[src/rtl/an_encoder_seq.sv]
// an_encoder_seq: sequential AN-code encoder producing ANc = A*N
// by one shift-and-add step per bit of the constant A.
module an_encoder_seq #(
    parameter int A    = 13,
    parameter int N_W  = 8,
    parameter int AN_W = 12
) (
    input  logic            clk,
    input  logic            rst,
    input  logic            in_valid,
    output logic            in_ready,
    input  logic [N_W-1:0]  N,
    output logic            out_valid,
    input  logic            out_ready,
    output logic [AN_W-1:0] ANc,
    output logic            busy
);
    localparam int A_W = $clog2(A + 1);
    localparam int CNT_W = (A_W > 1) ? $clog2(A_W) : 1;
    localparam logic [A_W-1:0] A_BITS = A_W'(A);
    localparam logic [CNT_W-1:0] LAST = CNT_W'(A_W - 1);

    if (AN_W < N_W + A_W) begin : g_bad_width
        $error("an_encoder_seq: AN_W must be >= N_W + A_W");
    end
    if ((A % 2) == 0 || A < 3) begin : g_bad_a
        $error("an_encoder_seq: A must be odd and >= 3");
    end

    typedef enum logic [1:0] {
        IDLE,
        MUL,
        DONE
    } state_t;

    state_t state;
    state_t state_n;

    logic [AN_W-1:0]  acc;
    logic [AN_W-1:0]  res;
    logic [AN_W-1:0]  addend;
    logic [AN_W-1:0]  sum;
    logic [CNT_W-1:0] cnt;
    logic [N_W-1:0]   n_reg;

    // One partial product per cycle, selected by the current bit of A.
    assign addend = AN_W'(n_reg) << cnt;
    assign sum    = acc + (A_BITS[cnt] ? addend : '0);
    assign ANc    = res;

    always_ff @(posedge clk or posedge rst) begin
        if (rst) begin
            state <= IDLE;
        end else begin
            state <= state_n;
        end
    end

    always_comb begin
        state_n   = state;
        in_ready  = 1'b0;
        out_valid = 1'b0;
        busy      = 1'b0;
        unique case (state)
            IDLE: begin
                in_ready = 1'b1;
                if (in_valid) begin
                    state_n = MUL;
                end
            end
            MUL: begin
                busy = 1'b1;
                if (cnt == LAST) begin
                    state_n = DONE;
                end
            end
            DONE: begin
                busy      = 1'b1;
                out_valid = 1'b1;
                if (out_ready) begin
                    state_n = IDLE;
                end
            end
            default: state_n = IDLE;
        endcase
    end

    // The result register is loaded only from the final step, so a
    // partial product never reaches ANc.
    always_ff @(posedge clk or posedge rst) begin
        if (rst) begin
            acc   <= '0;
            cnt   <= '0;
            n_reg <= '0;
            res   <= '0;
        end else begin
            case (state)
                IDLE: begin
                    if (in_valid) begin
                        n_reg <= N;
                        acc   <= '0;
                        cnt   <= '0;
                    end
                end
                MUL: begin
                    acc <= sum;
                    cnt <= cnt + CNT_W'(1);
                    if (cnt == LAST) begin
                        res <= sum;
                    end
                end
                default: ;
            endcase
        end
    end

endmodule

[config.mk]
export PLATFORM = sky130hd
export DESIGN_NAME = an_encoder_seq
export DESIGN_NICKNAME = d
export VERILOG_FILES = /design/src/rtl/an_encoder_seq.sv
export SDC_FILE = /design/constraint.sdc
export NUM_CORES = 1
export LEC_CHECK = 0
export CAP_MARGIN = 20
export CORE_MARGIN = 5
export CORE_UTILIZATION = 40
export DETAILED_ROUTE_END_ITERATION = 16
export HOLD_SLACK_MARGIN = 0.05
export SLEW_MARGIN = 20
export SYNTH_ARGS = -nofsm -noshare
export SYNTH_HDL_FRONTEND = slang
export SYNTH_SLANG_ARGS = --single-unit
[constraint.sdc]
create_clock -name clk -period 3.1 [get_ports clk]
set_clock_uncertainty 0.05 [all_clocks]
set_input_delay 0.31 -clock clk [delete_from_list [all_inputs] [get_ports clk]]
set_output_delay 0.31 -clock clk [all_outputs]
set_load 0.03 [all_outputs]
[Yosys cells after proc, flatten, opt, wreduce, memory -nomap -nowiden]
Cells that the tools add are included.
Widths: inputs -> output; s select.
Word-level totals
  bits in registers: 36
  bits in latches: 0
  memories kept: 0
  input bits: 12
  output and inout bits: 15
  ROM bits: 0
  word-level logic and storage cells: 36
  RAM bits: 0
Operators by class
  $lt $le $gt $ge: 1
  div/mod/pow operators: 0
  equality and inequality tests: 6
  multiplexer cells: 14
  reduce and logical (&&, ||, !) cells: 7
  $mul: 0
  shifts and indexed selects: 1
  add/subtract/negate cells: 2
  bitwise logic cells: 0
Operators with widths (count)
  $mux 12: 2
  $pmux 12 s2: 1
  $add 12x12->12: 1
  $shl 8x2->12: 1
  $mux 2: 4
  $ne 2x2->1 const B: 3
  $pmux 2 s3: 1
  $reduce_and 2->1: 3
  $eq 2x2->1 const B: 2
  $mux 1: 4
  $pmux 2 s2: 1
  $lt 2x3->1 const B: 1
  $reduce_and 3->1: 1
  $add 2x1->2 const B: 1
  $bmux 1 s2: 1
  $eq 2x1->1 const B: 1
  $logic_not 2->1: 1
  $reduce_bool 2->1: 1
  $reduce_or 2->1: 1

[Depth between registers and ports, before layout]
Gate-level depths: netlist of run 1.
  word-level depth: 5
  depth in mapped cells: 11
  mapped depth without buffers: 10

[Least setup slack after synthesis of run 1]
OpenSTA, ideal clock, no wires.
  kind: reg-to-reg
  start: reg cnt[1]
  end: reg res[6] (netlist: ANc[6])
  buffers on the path: 1
  slack: 0.432 ns
  arrival time: 2.494 ns
  clock period less this slack: 2.668 ns
  data required time: 2.925 ns
  stages on the path, launching flop included: 12
  cells stage by stage: dfrtp_1 -> inv_1 -> ha_1 -> buf_1 -> nor3_1 -> ha_1 -> fa_1 -> a21oi_1 -> o21ai_1 -> a211oi_1 -> a21oi_1 -> mux2_2
Between the ends
  word-level cells in the longest chain between the ends: 4
Ends and longest elaborated chain
  start, declared: RTL line 43  | logic [CNT_W-1:0] cnt;
  start signal, assigned: RTL line 107  | cnt <= cnt + CNT_W'(1);
  $bmux 1 s2: RTL line 48  | assign sum = acc + (A_BITS[cnt] ? addend : '0);
  $mux 1 (not written as such): RTL line 48
  $mux 12: RTL line 48
  $add 12x12->12: RTL line 48
  end signal, assigned: RTL line 109  | res <= sum;
  end, declared: RTL line 40  | logic [AN_W-1:0] res;
Parallel ways exist; a longest one is shown, timed or not. The select of a mux whose other input is x is not followed.
A chain may end at the register's enable or synchronous reset.

[Final worst setup path of run 1]
  start: reg cnt[0]
  end: reg res[8] (netlist: ANc[8])
Same word-level chain as after synthesis.

==> reports/metrics.yaml, run 1 <==
outcome: "complete, no violations"
grt_max_degree: 37
row_count: 26
ant_nets: 0
r2r_slack_ps: 300
start_util_pct: 41.4
synth_fp_nets: 230
cp.depth: 9
critPathSlowestCell: "dfrtp_1"
path_clk_slew_ps: 70
hpwl_mm: 3.30
antenna_found_initial: 0
critPathMaxFanout: 13
cp_common_cell: "ha_1"
fmax_ghz: 0.357
grt-ovfl-total: 0
clk_latency_ps: 290
finish.utilization_pct: 50.1
worstPathBufferInverterCount: 0
finalSetupTns_ps: 0
p_clk_share_pct: 11.9
cts.sinks: 36
crit_path_max_incr_delay_ps: 570
r2r_start: "cnt[0]"
cts_tree: "done"
diodes: 0
crit_chain: "ha_1, nor3_1, ha_1, fa_1, a21oi_1, o211ai_2, a31oi_1, xor2_1, o21ai_1"
rr_worst_depth: 9
crit_family: "adder cells"
endpoint_kind: "register"
rsz0062_at_grt: "false"
synth_edf_count: 0
arrival_ps: 2900
ys_ff_latch: 36
r2r_end: "ANc[8]"
synth_largest_area_cell: "dfrtp_1"
drc: 0
criticalPathCategory: "reg -> reg"
placed_area_um2: 2470
pwr-share-seq_pct: 27.2
hold_viol_final: 0
cts_buffers: 5
met1_usage_pct: 20.7
fin_nets: 261
die_w_um: 82.7
net-switching-power_mw: 1.30
htreeDepth: 2
synth_area_um2: 2110
async_flop_share_pct: 100
synth_area_leaders: "dfrtp_1 (43%), ha_1 (10%), mux2_2 (8.0%), a211oi_1 (4.3%), nand2_1 (4.1%)"
ctsHoldBuffers: 0
p_sw_share_pct: 45.2
drtIter0Drc: 44
finalCritPeriodShare_pct: 90.4
cts_setup_buffers: 0
ir_worst_vdd_mv: 0.586
internal-power_mw: 1.58
worst_slew_pin_slew_ps: 639
syn_avg_cell_area_um2: 10.6
synth.top_cell.area_share_pct: 42.6
grt_use_met3_pct: 3.58
viasPerCell: 5.20
finalCriticalPeriod_ps: 2800
final_max_slew_viol_count: 0
post_synth_num_cell_types: 39
synth.yosys.seq_area_share_pct: 42.6
grt_pass1_vias: 1528
cp-start-kind: "register"
pwr-share-comb_pct: 60.9
dr.pass1.iters: 4
die_area_um2: 6840
power_density_nw_per_um2: 1130
finalSetupViolations: 0
max-cap-violations: 0
vias: 1569
synthToLayoutAreaGrowth_pct: 21.1
yosys_warnings: 0
ios: 27
fp.dieH_um: 82.7
drive_gt1_share_pct: 14.7
routed_wirelength_mm: 4.36
nFillCells: 500
clockRootBuffer: "clkbuf_8"
syn_inst: 200
met2_usage_pct: 21.5
p_leak_nw: 1.17
cp.required_ps: 3200
cts.repair.resized: 0
io_buffers: 26
core_area_um2: 5110
grt.busiest_layer: "met2"
grt_pass1_wl_mm: 7.52
postLayoutCellArea_um2: 2560
place.gp.congestion: 0.856
gr-usage-all-layers_pct: 14.6
max-clock-path-buffers: 2
routedWlPerCell_um: 14.4
ys.flop_type: "dfrtp_1"
slew-limit-headroom_pct: 57.3
hp-class: "in -> async"
-- how the worst max path moves through the flow --
stage,from,to
final,cnt[0],ANc[8]
after global routing,cnt[0],ANc[8]
after CTS,cnt[0],ANc[8]
after detailed placement,cnt[0],ANc[8]
after global placement,cnt[0],acc[8]
after floorplan,cnt[1],ANc[6]
-- cells by family (layout without fill, tap and decap cells) --
family                   count (synthesis)  in the layout  share of synthesized area [%]
flip-flops                              36             36                           42.6
multiplexers                            19             19                           9.89
AO/OA/AOI/OAI                           62             62                           20.8
XOR/XNOR                                 8              8                           3.32
adder cells (fa/ha/maj)                 18             18                           11.0
buffers and inverters                   14             46                           2.60
AND/OR/NAND/NOR                         43             43                           9.77
-- area by class of cell --
type,instances,area [µm²],share of cell area (%)
inverter,7,26.3,1.03
multi-input combinational,150,1160,45.2
tap,70,87.6,3.42
clock buffer,8,90.1,3.52
sequential,36,901,35.2
timing repair buffer,31,298,11.6
-- synth_stat cells (2+ instances only) --
library cell,instances
o211ai_2,3
nor2_1,2
clkbuf_1,4
and3_1,3
o21ai_0,7
nor3_1,3
ha_1,17
o31ai_1,2
nor2b_1,3
xor2_1,5
nand3_1,2
nand2b_1,2
dfrtp_1,36
a21o_1,5
buf_2,2
a211oi_1,12
a22o_1,6
nand2_1,23
mux2_2,15
o21ai_1,9
xnor2_1,3
and2_1,2
mux2i_1,4
inv_1,7
a21oi_1,9
-- stage by stage --
step	power [mW]	worst slack, ps	hold slack, ps	std cells
CTS	2.91	292	382	302
detailed placement	2.56	311	421	294
finish	2.88	298	370	302
global route	3.13	57.1	411	302
global placement	2.54	376	415	294
floorplan	2.08	432	405	200
-- power groups by stage --
| stage | clock network [mW] | registers [mW] | logic, mW |
|---|---|---|---|
| after floorplan | 0 | 0.856 | 1.22 |
| after global placement | 0 | 0.787 | 1.75 |
| after detailed placement | 0 | 0.794 | 1.76 |
| after CTS | 0.352 | 0.785 | 1.77 |
| after global routing | 0.378 | 0.809 | 1.95 |
| final | 0.342 | 0.783 | 1.75 |
-- layer usage --
layer	part of all wire (%)	up-vias	routed length [µm]
met1	50	740	2190
met2	44	32	1910
met3	4.3	6	189
met5	0	-	0
li1	-	791	-
met4	1.5	0	64
-- placed cells by master (no fill, tap or decap), types with 6 or more instances in the layout --
cell type        count
a211oi_1            12
a21oi_1              9
a22o_1               6
clkbuf_8             6
clkdlybuf4s50_1     26
dfrtp_1             36
ha_1                17
inv_1                7
mux2_2              15
nand2_1             23
o21ai_0              7
o21ai_1              9
-- worst reg2reg max path, stage by stage, from the launching register on --
cell and delay (ps):
dfrtp_1 570, ha_1 380, nor3_1 100, ha_1 240, fa_1 450, a21oi_1 230, o211ai_2 140, a31oi_1 230
xor2_1 200, o21ai_1 80
(Power assumes the default switching activity.)
==> inputs of run 2 (changes only) <==
--- a/config.mk
+++ b/config.mk
@@ -6,8 +6,10 @@
 export NUM_CORES = 1
 export LEC_CHECK = 0
 export CAP_MARGIN = 20
+export CORE_ASPECT_RATIO = 0.9
 export CORE_MARGIN = 5
 export CORE_UTILIZATION = 40
+export CTS_CLUSTER_DIAMETER = 120
 export DETAILED_ROUTE_END_ITERATION = 16
 export HOLD_SLACK_MARGIN = 0.05
 export SLEW_MARGIN = 20
==> reports/metrics.yaml, run 2 (synthesis gave the netlist of run 1 again) <==
outcome: "complete, no violations"
critPathSlowestCell: "dfrtp_1"
cts_buffers: 5
ios: 27
dp.cells: 291
row_count: 25
path_clk_slew_ps: 70
ir_worst_vdd_mv: 0.725
ctsHoldBuffers: 0
grt_max_degree: 37
cts_tree: "done"
pwr-share-seq_pct: 27.2
start_util_pct: 40.7
finalCriticalPeriod_ps: 2760
crit_chain: "buf_4, mux2_2, a21oi_1, nor2_1, ha_1, a21o_1, a31o_1, a31oi_2, xor2_1, o21ai_1"
vias: 1551
worstPathBufferInverterCount: 1
hold_viol_final: 0
placed_area_um2: 2470
cts_setup_buffers: 0
fmax_ghz: 0.363
postLayoutCellArea_um2: 2560
criticalPathCategory: "reg -> reg"
power_density_nw_per_um2: 1120
ant_nets: 0
endpoint_kind: "register"
final_common_cell: "dfrtp_1"
routedWlPerCell_um: 14.3
antenna_found_initial: 0
layout_setup_ws_ps: 344
hpwl_mm: 3.16
fin_nets: 261
grt-ovfl-total: 0
mostFrequentLayoutCells: "dfrtp_1 (36), clkdlybuf4s50_1 (26), nand2_1 (23)"
rr_worst_depth: 10
cts.repair.resized: 0
cp.required_ps: 3190
viasPerCell: 5.19
fp.dieH_um: 79.0
finalSetupTns_ps: 0
max-cap-violations: 0
htreeDepth: 2
routed_wirelength_mm: 4.28
core_area_um2: 5190
p_sw_share_pct: 45.1
dr.pass1.iters: 4
rsz0062_at_grt: "false"
hp-class: "in -> async"
clk_latency_ps: 280
r2r_start: "cnt[0]"
final_cells: 299
final_max_slew_viol_count: 0
net-switching-power_mw: 1.30
grt_pass1_wl_mm: 7.47
internal-power_mw: 1.58
clockRootBuffer: "clkbuf_8"
drc: 0
place.gp.congestion: 0.796
dp_slack_ps: 375
r2r_slack_ps: 340
die_w_um: 86.6
synthToLayoutAreaGrowth_pct: 21.0
finalCritPeriodShare_pct: 88.9
worst_slew_pin_slew_ps: 690
pwr-share-comb_pct: 61.0
cts.sinks: 36
crit_path_max_incr_delay_ps: 530
diodes: 0
nFillCells: 508
grt_pass1_vias: 1605
r2r_end: "ANc[11]"
gr-usage-all-layers_pct: 14.0
io_buffers: 26
drive_gt1_share_pct: 14.7
cp-start-kind: "register"
critPathMaxFanout: 11
p_clk_share_pct: 11.8
arrival_ps: 2850
die_area_um2: 6840
drtIter0Drc: 86
max-clock-path-buffers: 2
finalSetupViolations: 0
slew-limit-headroom_pct: 53.9
p_leak_nw: 1.17
crit_family: "compound AO/OA/AOI/OAI gates"
-- run 2: per-stage QoR --
| stage | total power [mW] | utilization (%) | hold WS (ps) |
|---|---|---|---|
| global route | 3.13 | 49.2 | 440 |
| finish | 2.87 | 49.2 | 389 |
| global placement | 2.53 | 47.5 | 417 |
| CTS | 2.91 | 49.2 | 407 |
| floorplan | 2.08 | - | 405 |
| detailed placement | 2.54 | 47.5 | 420 |
-- run 2: final cells by class --
| class | instances | area [µm²] | share of cell area, % |
|---|---|---|---|
| multi-input combinational | 150 | 1160 | 45.3 |
| sequential | 36 | 901 | 35.2 |
| timing repair buffer | 31 | 298 | 11.6 |
| clock buffer | 8 | 90.1 | 3.52 |
| tap | 67 | 83.8 | 3.28 |
| inverter | 7 | 26.3 | 1.03 |
-- run 2: metal layers --
metal	up-vias	routed length [µm]	track usage, %
met4	0	49	5.14
met1	725	2170	19.5
li1	795	-	-
met2	26	1870	20.6
met3	5	191	4.15
met5	-	0	0
-- run 2: worst max path at each step --
stage                       from       to  slack, ps  cells after the start
after global routing      cnt[0]   ANc[9]        150                     10
after global placement    cnt[0]  ANc[11]        390                     10
after floorplan           cnt[1]   ANc[6]        430                     11
after CTS                 cnt[0]   ANc[9]        360                     10
final                     cnt[0]  ANc[11]        340                     10
after detailed placement  cnt[0]   ANc[9]        370                     10
-- run 2: worst reg2reg max path, cell delays in order (launching register included) --
cell and delay, ps:
dfrtp_1 530, buf_4 250, mux2_2 360, a21oi_1 150
nor2_1 60, ha_1 340, a21o_1 200, a31o_1 220
a31oi_2 220, xor2_1 170, o21ai_1 70
-- run 2: power by group through the flow --
stage	combinational [mW]	clock [mW]	sequential, mW
2_1_floorplan	1.22	0	0.856
4_1_cts	1.77	0.357	0.782
5_1_grt	1.95	0.378	0.806
3_5_place_dp	1.75	0	0.787
3_3_place_gp	1.74	0	0.787
6_report	1.75	0.339	0.781
==> inputs of run 3 (changes only) <==
--- a/config.mk
+++ b/config.mk
@@ -11,6 +11,7 @@
 export CORE_UTILIZATION = 40
 export CTS_CLUSTER_DIAMETER = 120
 export DETAILED_ROUTE_END_ITERATION = 16
+export GPL_TIMING_DRIVEN = 0
 export HOLD_SLACK_MARGIN = 0.05
 export SLEW_MARGIN = 20
 export SYNTH_ARGS = -nofsm -noshare
==> reports/metrics.yaml, run 3 (synthesis gave the netlist of run 1 again) <==
viasPerCell: 5.15
io_buffers: 26
postLayoutCellArea_um2: 2580
vias: 1546
cp-start-kind: "register"
diodes: 0
final_max_slew_viol_count: 0
clk_latency_ps: 280
grt_pass1_vias: 1539
row_count: 25
place.gp.congestion: 0.772
htreeDepth: 2
die_area_um2: 6840
dr.pass1.iters: 4
max-clock-path-buffers: 2
path_clk_slew_ps: 70
power_density_nw_per_um2: 1120
routedWlPerCell_um: 14.4
outcome: "complete, no violations"
final_common_cell: "dfrtp_1"
antenna_found_initial: 0
clockRootBuffer: "clkbuf_8"
hold_viol_final: 0
finalCriticalPeriod_ps: 2870
drtIter0Drc: 38
rsz0062_at_grt: "false"
cts_tree: "done"
grt-ovfl-total: 0
ir_worst_vdd_mv: 0.588
fp.dieH_um: 79.0
cts_buffers: 5
endpoint_kind: "register"
ios: 27
finalSetupTns_ps: 0
cts.sinks: 36
synthToLayoutAreaGrowth_pct: 22.1
arrival_ps: 2990
routed_wirelength_mm: 4.33
drc: 0
die_w_um: 86.6
cp.required_ps: 3210
worst_slew_pin_slew_ps: 448
grt_pass1_wl_mm: 7.62
placed_area_um2: 2480
hpwl_mm: 3.35
finalCritPeriodShare_pct: 92.7
finish.utilization_pct: 49.7
slew-limit-headroom_pct: 69.3
finalSetupViolations: 0
fmax_ghz: 0.348
fin_nets: 263
core_area_um2: 5190
max-cap-violations: 0
gr-usage-all-layers_pct: 14.4
hp-class: "in -> async"
criticalPathCategory: "reg -> reg"
grt_max_degree: 20
start_util_pct: 40.7
drive_gt1_share_pct: 15.5
ant_nets: 0
critPathMaxFanout: 8
mostFrequentLayoutCells: "dfrtp_1 (36), clkdlybuf4s50_1 (26), nand2_1 (23)"
p_leak_nw: 1.18
-- run 3: stage by stage --
| step | power (mW) | cells | setup WS, ps | hold WS (ps) |
|---|---|---|---|---|
| floorplan | 2.08 | 200 | 432 | 405 |
| CTS | 2.91 | 301 | 50.5 | 316 |
| detailed placement | 2.54 | 294 | 51.1 | 424 |
| finish | 2.89 | 300 | 228 | 296 |
| global route | 3.17 | 300 | 12.2 | 328 |
| global placement | 2.52 | 293 | 65.1 | 416 |
-- run 3: final timing paths --
check	cells past startpoint	endpoint	slack, ps	from
min in group clk	2	ANc[11]	430	ANc[11]
min reg2reg	2	ANc[11]	430	ANc[11]
max	10	acc[8]	230	cnt[1]
max reg2reg	10	acc[8]	230	cnt[1]
max in group asynchronous	3	n_reg[5]	2270	rst
min	2	ANc[2]	300	rst
-- run 3: timing repair --
action                                  4_1_cts  5_1_grt
endpoints found under the hold margin         0        0
endpoints found under the setup margin        0        9
buffers inserted                              0        0
hold buffers                                  0        0
resized for setup                             0        3
-- run 3: area by class of cell --
type / instances / area [µm²]
fillers: 504 / 2610
plain buffers: 6 / 26.3
multi-input cells: 150 / 1160
repair buffers: 27 / 288
flip-flops and latches: 36 / 901
clock buffers: 7 / 96.3
inverters: 7 / 26.3
well taps: 67 / 83.8
-- run 3: metal layers --
metal,global-route usage (%),part of all wire (%),vias up
li1,-,-,796
met1,21.5,53,722
met2,20.2,43,23
met3,3.53,3.5,5
met4,4.67,1.0,0
met5,0,0,-
-- run 3: report_power, final --
part           switching [mW]  internal (mW)  leakage, nW
Clock                   0.160          0.198       0.0503
Combinational            1.03          0.737        0.665
Sequential              0.122          0.650        0.464
-- run 3: worst max-delay path: stages, from the launching register on --
cell      delay, ps
dfrtp_1         450
inv_1           230
ha_2            320
nor3_1           90
ha_1            250
fa_1            430
a21oi_1         230
o211ai_2        140
a31oi_1         220
xor2_1          240
o21ai_1         100
